**src/rtl/s3g_tx_arb_pkg.sv**
```systemverilog
// s3g_tx_arb_pkg: payload sizes, FSM encoding and length saturation shared by the s3g_tx arbiter.
package s3g_tx_arb_pkg;

    localparam int S3G_MAX_PAYLOAD = 16;
    localparam int S3G_BUF_W       = 128;

    typedef enum logic [1:0] {IDLE, LOAD, WAIT_BUSY, WAIT_DONE} arb_state_t;

    function automatic logic [7:0] sat_len(input logic [7:0] len, input int unsigned max_len);
        return (32'(len) > max_len) ? 8'(max_len) : len;
    endfunction

endpackage

```
**src/rtl/s3g_tx_arb_rr_pick.sv**
```systemverilog
// s3g_tx_arb_rr_pick: pending mask + pointer -> one-hot winner, wrap-around search from ptr.
// With S3G_TX_ARB_PRIO_EN the lowest pending index wins and ptr is ignored.
module s3g_tx_arb_rr_pick #(
    parameter int N  = 2,
    parameter int IW = 1
) (
    input  logic [N-1:0]  pend,
    input  logic [IW-1:0] ptr,
    output logic [N-1:0]  win,
    output logic [IW-1:0] idx
);

    logic [IW-1:0] j;

`ifdef S3G_TX_ARB_PRIO_EN
    logic unused_ptr;
    assign unused_ptr = ^ptr;
`endif

    // Scan from the farthest candidate down so the nearest pending index is written last.
    always_comb begin
        win = '0;
        idx = '0;
        j   = '0;
        for (int k = N - 1; k >= 0; k--) begin
`ifdef S3G_TX_ARB_PRIO_EN
            j = IW'(k);
`else
            j = IW'((int'(ptr) + k) % N);
`endif
            if (pend[j]) begin
                win    = '0;
                win[j] = 1'b1;
                idx    = j;
            end
        end
    end

endmodule

```
**src/rtl/s3g_tx_arb.sv**
```systemverilog
// s3g_tx_arb: shares one s3g_tx framer between N_REQ sources, each with a one-deep slot.
// S3G_TX_ARB_PRIO_EN selects fixed lowest-index priority; otherwise round-robin.
module s3g_tx_arb import s3g_tx_arb_pkg::*; #(
    parameter int N_REQ    = 2,
    parameter int MAX_LEN  = S3G_MAX_PAYLOAD,
    parameter int BUSY_TMO = 15
) (
    input  logic                         clk,
    input  logic                         rst,
    input  logic [N_REQ-1:0]             req_wr,
    input  logic [8*N_REQ-1:0]           req_len,
    input  logic [S3G_BUF_W*N_REQ-1:0]   req_data,
    output logic [N_REQ-1:0]             req_busy,
    output logic [N_REQ-1:0]             req_done,
    output logic [N_REQ-1:0]             req_ovr,
    output logic [N_REQ-1:0]             grant,
    input  logic                         tx_busy,
    output logic                         tx_packet_wr,
    output logic [7:0]                   tx_payload_len,
    output logic [S3G_BUF_W-1:0]         tx_data
);

    localparam int IW = (N_REQ > 1) ? $clog2(N_REQ) : 1;
    localparam int TW = $clog2(BUSY_TMO + 1);

    arb_state_t           state, state_nx;
    logic [7:0]           slot_len  [N_REQ];
    logic [S3G_BUF_W-1:0] slot_data [N_REQ];
    logic [IW-1:0]        ptr, win_idx, pick_idx;
    logic [N_REQ-1:0]     pend, pick_win;
    logic [TW-1:0]        tmo_cnt;
    logic                 done_evt;

    // The granted slot stays occupied but is no longer a candidate.
    assign pend         = req_busy & ~grant;
    assign tx_packet_wr = (state == LOAD);

    s3g_tx_arb_rr_pick #(.N(N_REQ), .IW(IW)) u_pick (
        .pend (pend),
        .ptr  (ptr),
        .win  (pick_win),
        .idx  (pick_idx)
    );

    always_comb begin
        state_nx = state;
        done_evt = 1'b0;
        case (state)
            IDLE:      state_nx = (|pend && !tx_busy) ? LOAD : IDLE;
            LOAD:      state_nx = WAIT_BUSY;
            WAIT_BUSY: begin
                done_evt = !tx_busy && (tmo_cnt == TW'(BUSY_TMO - 1));
                state_nx = tx_busy ? WAIT_DONE : done_evt ? IDLE : WAIT_BUSY;
            end
            WAIT_DONE: begin
                done_evt = !tx_busy;
                state_nx = tx_busy ? WAIT_DONE : IDLE;
            end
            default:   state_nx = IDLE;
        endcase
    end

    always_ff @(posedge clk or posedge rst) begin
        if (rst) begin
            state          <= IDLE;
            grant          <= '0;
            win_idx        <= '0;
            tmo_cnt        <= '0;
            req_busy       <= '0;
            req_done       <= '0;
            req_ovr        <= '0;
            tx_payload_len <= '0;
            tx_data        <= '0;
            for (int i = 0; i < N_REQ; i++) begin
                slot_len[i]  <= '0;
                slot_data[i] <= '0;
            end
        end else begin
            state    <= state_nx;
            req_done <= '0;
            tmo_cnt  <= (state == WAIT_BUSY) ? tmo_cnt + 1'b1 : '0;
            if (state == IDLE && state_nx == LOAD) begin
                grant          <= pick_win;
                win_idx        <= pick_idx;
                tx_payload_len <= slot_len[pick_idx];
                tx_data        <= slot_data[pick_idx];
            end
            if (done_evt) begin
                grant             <= '0;
                req_done[win_idx] <= 1'b1;
                req_busy[win_idx] <= 1'b0;
            end
            // A slot freed on this edge still reads as busy here, so a write now overflows.
            for (int i = 0; i < N_REQ; i++) begin
                if (req_wr[i] && req_busy[i]) begin
                    req_ovr[i] <= 1'b1;
                end else if (req_wr[i]) begin
                    req_busy[i]  <= 1'b1;
                    slot_len[i]  <= sat_len(req_len[8*i +: 8], MAX_LEN);
                    slot_data[i] <= req_data[S3G_BUF_W*i +: S3G_BUF_W];
                end
            end
        end
    end

`ifdef S3G_TX_ARB_PRIO_EN
    assign ptr = '0;
`else
    always_ff @(posedge clk or posedge rst) begin
        if (rst) begin
            ptr <= '0;
        end else if (done_evt) begin
            ptr <= (win_idx == IW'(N_REQ - 1)) ? '0 : win_idx + 1'b1;
        end
    end
`endif

endmodule

```
**config.mk**
```make
export PLATFORM = sky130hd
export DESIGN_NAME = s3g_tx_arb
export DESIGN_NICKNAME = d
export VERILOG_FILES = /design/src/rtl/s3g_tx_arb_pkg.sv /design/src/rtl/s3g_tx_arb_rr_pick.sv /design/src/rtl/s3g_tx_arb.sv
export SDC_FILE = /design/constraint.sdc
export NUM_CORES = 1
export LEC_CHECK = 0
export BUFFER_PORTS_ARGS = -buffer_cell sky130_fd_sc_hd__buf_2
export CORE_MARGIN = 2
export CORE_UTILIZATION = 59
export CTS_BUF_LIST = sky130_fd_sc_hd__clkbuf_4 sky130_fd_sc_hd__clkbuf_8 sky130_fd_sc_hd__clkbuf_16
export CTS_CLUSTER_SIZE = 28
export DETAILED_ROUTE_END_ITERATION = 8
export GPL_ROUTABILITY_DRIVEN = 0
export PLACE_DENSITY = 0.86
export REMOVE_ABC_BUFFERS = 1
export SLEW_MARGIN = 20
export SYNTH_ARGS = -nofsm -noshare
export SYNTH_HDL_FRONTEND = slang
export SYNTH_SLANG_ARGS = --single-unit
```
**constraint.sdc**
```tcl
create_clock -name clk -period 22.7 [get_ports clk]
set_input_delay 1.135 -clock clk [delete_from_list [all_inputs] [get_ports clk]]
set_output_delay 1.135 -clock clk [all_outputs]
set_load 0.01 [all_outputs]
```
Word level (Yosys, flattened, before mapping)
Cells that the tools add are included.
{"block": "totals", "ff_bits": 424, "word_cells": 91, "inputBits": 277, "out_inout_bits": 145}
{"block": "op_classes", "add_sub_neg": 3, "order_cmp": 9, "n_eq_ne": 5, "reduce_logical": 14, "bitwise": 7, "muxes": 38}
{"cell": "2-to-1 mux 128 bit", "n": 3}
{"cell": "2-to-1 mux 8 bit", "n": 5}
{"cell": "2-to-1 mux 2 bit", "n": 9}
{"cell": "greater-than comparator 8 x 5 -> 1 bit (second input constant)", "n": 2}
{"cell": "2-to-1 mux 1 bit", "n": 15}
{"cell": "logical AND 1 bit", "n": 8}
{"cell": "one-hot mux 2 bit (4 select lines)", "n": 1}
{"cell": "< comparator 1 x 2 -> 1 bit (second input constant)", "n": 3}
{"cell": "adder 4 x 1 -> 4 bit (second input constant)", "n": 1}
{"cell": "bitwise AND 2 bit", "n": 2}
{"cell": "equality test 2 x 1 -> 1 bit (second input constant)", "n": 2}
{"cell": "equality test 2 bit (second input constant)", "n": 2}
{"cell": "equality test 4 bit (second input constant)", "n": 1}
{"cell": "2-to-1 mux 4 bit", "n": 1}
{"cell": "inverter 2 bit", "n": 2}
{"cell": "AND reduction 2 bit", "n": 2}
{"cell": "demux 1 bit (select 1 bit)", "n": 3}
{"cell": "greater-or-equal comparator 1 bit (second input constant)", "n": 3}
{"cell": "adder 1 bit (second input constant)", "n": 2}
{"cell": "greater-or-equal comparator 2 bit (second input constant)", "n": 1}
{"cell": "zero test 2 bit", "n": 1}
{"cell": "inverter 1 bit", "n": 2}
{"cell": "inverter 1 -> 2 bit", "n": 1}
{"cell": "one-hot mux 1 bit (2 select lines)", "n": 1}
{"cell": "other kinds (3)", "n": 3}

Longest topological paths before layout
Gate-level depths: netlist of the first run.
{"block": "logic_depth", "depth_word": 10, "mapped_depth": 6, "depth_no_buf": 5}

Modules after synthesis
From an unflattened synthesis of the first run, not the netlist that was laid out.
{"block": "unflattened", "cells_unflattened": 1622, "hier_area_um2": 17633.2}
{"module": "s3g_tx_arb", "cells_per_inst": 1618, "n_inst": 1, "seq_area_each_um2": 10610.2, "area_each_um2": 17606.9}
{"module": "s3g_tx_arb_rr_pick", "cells_per_inst": 4, "n_inst": 1, "seq_area_each_um2": 0.0, "area_each_um2": 26.3}

Worst setup path before layout of the first run
Ideal clock, no wire load.
{"block": "synth_timing", "kind": "input port to flip-flop", "startpoint": "input port tx_busy", "endpoint": "register tx_data[7]", "path_stages": 6, "path_buffers": 3, "t_arrival_ns": 2.206, "path_slack_ns": 20.355, "path_cell_list": "or3_1 -> clkbuf_1 -> buf_2 -> clkbuf_1 -> a221oi_1 -> a22oi_1"}
{"block": "synth_via", "elab_chain_cells": 7, "elab_cells_between_ends": 10}
{"element": "start, declared", "line": "s3g_tx_arb.sv:17", "text": "input logic tx_busy,"}
{"element": "zero test 1 bit", "line": "s3g_tx_arb.sv:49, s3g_tx_arb.sv:52"}
{"element": "logical AND 1 bit", "line": "s3g_tx_arb.sv:52", "text": "done_evt = !tx_busy && (tmo_cnt == TW'(BUSY_TMO - 1));"}
{"element": "2-to-1 mux 2 bit (2 in a row)", "line": "s3g_tx_arb.sv:53", "text": "state_nx = tx_busy ? WAIT_DONE : done_evt ? IDLE : WAIT_BUSY;"}
{"element": "one-hot mux 2 bit (4 select lines) (*)", "line": "s3g_tx_arb.sv:48", "text": "case (state)"}
{"element": "equality test 2 x 1 -> 1 bit (*)", "line": "s3g_tx_arb.sv:82", "text": "if (state == IDLE && state_nx == LOAD) begin"}
{"element": "logical AND 1 bit (*)", "line": "s3g_tx_arb.sv:82"}
{"element": "end signal, assigned", "line": "s3g_tx_arb.sv:86", "text": "tx_data <= slot_data[pick_idx];"}
{"element": "end, declared", "line": "s3g_tx_arb.sv:20", "text": "output logic [S3G_BUF_W-1:0] tx_data"}
Every way passes the cells marked *; elsewhere a longest branch is shown, timed or not.
A chain may end at the register's enable or synchronous reset.

Worst setup path in the final report of the first run
{"block": "layout_timing", "startpoint": "input port tx_busy", "endpoint": "register tx_data[57]"}
Same word-level chain as after synthesis.

==> results.cfg, run 1 <==
[outcome]
status = completed

[placed_design]
place_ws_ns = 19.09
dp_cells = 2825
io_buffers = 421
placed_area_sq_um = 21400
place_hpwl_mm = 33.2

[route]
via_per_inst = 6.01
drt-total-wl_mm = 57.5
drc = 0
drt_iter0_markers = 1892
vias = 17500
ant_nets = 0
firstDrtPassIters = 6
routedWlPerCell_microns = 19.8

[cells_and_area]
stdcell_count = 2908
area_growth_pct = 18.5
fin_area_sq_um = 23000
fill_cells = 2430
final_common_cell = nand2_1
nets = 2709
layout-drive-gt1-share = 0.216
layout_common_cells = nand2_1 (772), dfrtp_1 (422), buf_2 (421), inv_1 (140)
post-route-util = 0.709

[sta]
fin_crit_sh = 0.138
drv_slew = 0
finalWorstSetupSlack_ns = 19.56
max_slew_margin = 0.214
fmax_mhz = 319
setup-violations-final = 0
hold_viol = 0
final.setup.tns_ns = 0
finClkSkew_ns = 0.0201
rsz0062_at_grt = no
layout_min_cycle_time_ns = 3.14
tightestPinTransition_ns = 1.18

[grt]
met2_usage = 0.531
met3_usage = 0.0665
grt_pass1_wl_mm = 90.0
grt-busiest-layer = met2
overflow = 0
grt_pass1_vias = 17300
antenna_found_initial = 6
met1_usage = 0.438
grt_usage = 0.332
grt_max_degree = 273

[clock_network]
clock-root-buffer = clkbuf_16
cts_resized = 0
clk_path_buf_depth = 3
h-tree-depth = 2
clkSinkCount = 424
post_cts_buffers = 0
cts_buffers = 45
clk_latency_ns = 0.56
cts_tree = done
hold_buffers = 0
clk_pin_slew_ns = 0.06

[worst_setup_path]
cp_max_fo = 102
start_kind = input pin
required_ns = 23.08
cp_slowest_cell = or3_4
worstSetupEndpointType = flip-flop
arrival_ns = 3.51
criticalPathCategory = input pin to flip-flop
cp_slowest_stage_delay_ns = 0.67
cp_cell_sequence = buf_2, or3_4, a21o_4, buf_6, a22oi_1

[logic_synthesis]
netlist_area_sq_um = 19400
synth_cell_types = 35
synth_warnings = 0
synthCells = 2137
ys_seq_area_frac = 0.547
avgSynthCellArea_sq_um = 9.08
ys_ff_latch = 424

[floorplanning]
die_area_sq_um = 34400
die_x_microns = 185
die_h_microns = 185
rows = 66
core-area_sq_um = 32500
ios = 422
start_util = 0.598

[power]
p_leak_nw = 12.4
power_density_nw_per_um2 = 147
ir_drop_mv = 0.118

[min_path]
hp-class = flip-flop to flip-flop

[run]
max_cap_viol_count = 0
-- critical path, delay by kind of cell --
family / cells / cell delay (ns)
buf+inv: 2 / 0.78
compound gates: 2 / 0.71
simple gates: 1 / 0.67
-- layout make-up --
type,count,area (sq um),share of cell area
inverters,141,537,0.0233
clock inverters,11,134,0.00582
clock buffers,69,1400,0.0611
repair buffers,439,2270,0.0989
multi-input cells,1379,7470,0.325
well taps,442,553,0.0241
flip-flops and latches,424,10600,0.462
diodes,3,7.51,0.000326
-- routing by layer --
metal | up-vias | routed length, microns | share of wire
met5 | - | 38 | 0.00066
met4 | 6 | 2660 | 0.046
met3 | 185 | 5680 | 0.099
met2 | 1037 | 27300 | 0.47
met1 | 8489 | 21900 | 0.38
li1 | 7755 | - | -
-- through the flow --
step	hold WS, ns	power (mW)
6_report	0.466	3.39
5_1_grt	0.481	3.60
4_1_cts	0.467	3.38
3_5_place_dp	0.446	2.61
3_3_place_gp	0.436	2.54
2_1_floorplan	0.439	2.12
-- registers in the layout, indices dropped and copies added (netlist names), 2 cells and up --
register	count
tx_data	128
slot_data	256
req_done	2
state	2
slot_len	16
req_ovr	2
tx_payload_len	8
req_busy	2
grant	2
tmo_cnt	4
-- worst paths after layout --
path,from,endpoint,slack (ns),depth (start not counted)
max,tx_busy,tx_data[57],19.56,5
min in group asynchronous,rst,slot_data[229],0.73,2
max reg2reg,grant[0],tx_data[57],19.62,4
min,req_ovr[1],req_ovr[1],0.47,1
max in group asynchronous,rst,slot_data[195],20.43,3
min reg2reg,req_ovr[1],req_ovr[1],0.47,1
-- Yosys cell counts (all sizes together) --
library cell / count / share of area
a21oi: 1 / 0.00026
inv: 141 / 0.027
a211oi: 1 / 0.00039
nand2: 772 / 0.15
or3b: 1 / 0.00045
buf: 50 / 0.017
a22oi: 136 / 0.053
nand2b: 4 / 0.0013
a22o: 8 / 0.0036
o22ai: 1 / 0.00032
o2bb2ai: 1 / 0.00045
o21ai: 139 / 0.036
and3b: 136 / 0.061
nor2b: 3 / 0.00097
or4: 2 / 0.00077
nor3: 1 / 0.00026
a221oi: 136 / 0.061
xnor2: 1 / 0.00045
nand3: 1 / 0.00026
ha: 2 / 0.0013
nor3b: 2 / 0.0014
nor2: 13 / 0.0025
a21o: 3 / 0.0012
mux2i: 2 / 0.0010
clkbuf: 143 / 0.028
and2: 8 / 0.0026
a31oi: 3 / 0.00097
dfrtp: 424 / 0.55
xor2: 1 / 0.00045
or3: 1 / 0.00032
-- report_power, final --
part           switching (mW)  total, mW  internal, mW
logic                   0.829       1.30         0.475
clock network           0.298      0.758         0.459
registers               0.223       1.33          1.11
-- cells by family (layout without fill, tap and decap cells) --
group                      Yosys count  after routing  share of synthesized area
and+or+nand+nor                    944            944                      0.221
AOI/OAI and AO/OA                  429            429                      0.157
xor gates and xnor gates             2              2                   0.000903
adders and majority gates            2              2                    0.00129
other                                0              3                          0
DFF                                424            424                      0.547
muxes                                2              2                    0.00103
buffers and inverters              334            660                     0.0718
(Power assumes the default switching activity.)
==> run 2, diff against run 1 <==
--- a/config.mk
+++ b/config.mk
@@ -7,12 +7,12 @@
 export LEC_CHECK = 0
 export BUFFER_PORTS_ARGS = -buffer_cell sky130_fd_sc_hd__buf_2
 export CORE_MARGIN = 2
-export CORE_UTILIZATION = 59
+export CORE_UTILIZATION = 50
 export CTS_BUF_LIST = sky130_fd_sc_hd__clkbuf_4 sky130_fd_sc_hd__clkbuf_8 sky130_fd_sc_hd__clkbuf_16
 export CTS_CLUSTER_SIZE = 28
 export DETAILED_ROUTE_END_ITERATION = 8
 export GPL_ROUTABILITY_DRIVEN = 0
-export PLACE_DENSITY = 0.86
+export PLACE_DENSITY = 0.77
 export REMOVE_ABC_BUFFERS = 1
 export SLEW_MARGIN = 20
 export SYNTH_ARGS = -nofsm -noshare
==> constraint.sdc (replaced) <==
create_clock -name clk -period 2.61 [get_ports clk]
set_input_delay 0.1305 -clock clk [delete_from_list [all_inputs] [get_ports clk]]
set_output_delay 0.1305 -clock clk [all_outputs]
set_load 0.01 [all_outputs]
==> run 2 against run 1 <==
Compared with the run above: first-iteration DRC count fell by 5.7%; sequential share of layout area fell by 5.5 points; combinational power rose to 9.5 times the previous value; worst hold slack got worse by 0.43 ns; die area rose by 18%; count of clock-buffer cells in the layout fell by 1; sequential power rose to 8.6 times the previous value; critical path depth fell by 1; cell area rose by 14%; clock skew fell by 0.0058 ns; final cell count rose by 13%; sequential cell count did not move; largest cell class unchanged.
==> results.cfg, run 2 (synthesized netlist as in run 1, its figures left out) <==
[outcome]
status = completed

[placed_design]
place_hpwl_mm = 34.8
placed_area_sq_um = 21900
io_buffers = 421
dp_cells = 2922

[clock_network]
clkSinkCount = 424
clk_pin_slew_ns = 0.06
cts_resized = 0
h-tree-depth = 2
cts_tree = done
clk_path_buf_depth = 3
cts_buffers = 45
clock-root-buffer = clkbuf_16
clk_latency_ns = 0.57

[grt]
overflow = 0
grt_pass1_wl_mm = 105
met3_usage = 0.0614
antenna_found_initial = 3
grt-busiest-layer = met2
grt_pass1_vias = 19500
grt_usage = 0.325
met2_usage = 0.529
met1_usage = 0.417
grt_max_degree = 140

[sta]
fin_crit_sh = 0.849
final.setup.tns_ns = 0
fmax_mhz = 451
tightestPinTransition_ns = 0.874
rsz0062_at_grt = no
hold_viol = 0
layout_min_cycle_time_ns = 2.22
drv_slew = 0
setup-violations-final = 0
finClkSkew_ns = 0.0143
max_slew_margin = 0.418

[route]
drt_iter0_markers = 1785
ant_nets = 0
drc = 0
routedWlPerCell_microns = 20.2
firstDrtPassIters = 8
drt-total-wl_mm = 66.2
via_per_inst = 5.83
vias = 19100

[floorplanning]
die_x_microns = 201
die_h_microns = 201
start_util = 0.505
core-area_sq_um = 38500
die_area_sq_um = 40400
rows = 72
ios = 422

[worst_setup_path]
cp_max_fo = 68
criticalPathCategory = flip-flop to flip-flop
required_ns = 3.03
cp_slowest_cell = dfrtp_1
start_kind = flip-flop
cp_cell_sequence = or3b_4, buf_4, a221oi_1, a22oi_1
cp_slowest_stage_delay_ns = 0.60
rr_worst_depth = 4
reg2reg_slack_ns = 0.39
arrival_ns = 2.63
rr_endpoint = tx_data[42]
r2r-start = req_busy[0]
worstSetupEndpointType = flip-flop

[cells_and_area]
final_common_cell = nand2_1
layout-drive-gt1-share = 0.201
nets = 3000
fill_cells = 2735
area_growth_pct = 34.5
reg.largest.list = slot_data (256), tx_data (128), slot_len (16)
largest_register_ffs = 256
fin_area_sq_um = 26100
layout_common_cells = nand2_1 (772), dfrtp_1 (422), buf_2 (421), dlygate4sd3_1 (270), inv_1 (140)
post-route-util = 0.679
stdcell_count = 3274
top_register = slot_data

[power]
power_density_nw_per_um2 = 1160
p_leak_nw = 13.7
pwr-share-clk = 0.213
p_int_mw = 18.1
p_comb_frac = 0.408
seqPwrFrac = 0.379
switching_share = 0.403
power.net_switching_mw = 12.2
ir_drop_mv = 0.836
total_power_mw = 30.4

[min_path]
hold_path_startpoint = req_len[13]
hold_path_depth = 4
hold-path-endpoint = slot_len[4]
hp-class = input pin to flip-flop

[run]
max_cap_viol_count = 0
[run 2: cell count changes in the layout (fill, tap and decap cells not counted), sizes merged]
cell	delta
clkbuf	-1
buf	+21
bufinv	-1
inv	-1
clkinv	+2
dlygate4sd3	+270
[run 2: how the worst max path moves through the flow]
stage | from | end | slack (ns) | depth (start not counted)
finish | req_busy[0] | tx_data[42] | 0.39 | 4
global route | req_busy[0] | tx_data[118] | 0.29 | 4
CTS | req_busy[0] | tx_data[42] | 0.44 | 4
detailed placement | req_busy[0] | tx_data[42] | 0.51 | 4
global placement | req_busy[0] | tx_data[39] | 0.60 | 4
floorplan | rst | grant[0] | -9.33 | 1
[run 2: area by class of cell]
class / instances / area, sq um / share of cell area
multi-input cells: 1379 / 7470 / 0.286
diodes: 3 / 7.51 / 0.000287
well taps: 518 / 648 / 0.0248
inverters: 141 / 537 / 0.0206
repair buffers: 730 / 5350 / 0.205
clock buffers: 68 / 1370 / 0.0526
flip-flops and latches: 424 / 10600 / 0.407
clock inverters: 11 / 113 / 0.00431
[run 2: metrics by stage]
stage	setup slack, ns	hold slack, ns
floorplan	-9.33	0.236
global placement	0.601	0.297
detailed placement	0.512	0.298
CTS	0.438	0.00371
global route	0.294	0.0517
finish	0.394	0.0343
[run 2: power groups by stage]
stage	clock network (mW)	logic, mW	registers (mW)
after floorplan	0	6.43	11.6
after global placement	0	11.3	11.3
after detailed placement	0	11.7	11.4
after CTS	6.52	12.1	11.3
after global routing	6.78	13.6	11.8
final	6.47	12.4	11.5
[run 2: per-layer routing]
layer | wire length, microns | part of all wire | vias up
li1 | - | - | 8319
met1 | 24800 | 0.37 | 9223
met2 | 31800 | 0.48 | 1267
met3 | 6180 | 0.093 | 289
met4 | 3450 | 0.052 | 0
met5 | 0 | 0 | -
[run 2: worst max-delay path: cells and delay by family, from the launching register on]
kind,cells,cell delay [ns]
flops,1,0.60
compound gates,2,0.59
simple gates,1,0.44
buf+inv,1,0.38
[run 2: timing repair]
item | CTS | global route
hold endpoints to repair | 348 | 0
setup buffers | 0 | 0
hold buffers | 270 | 0
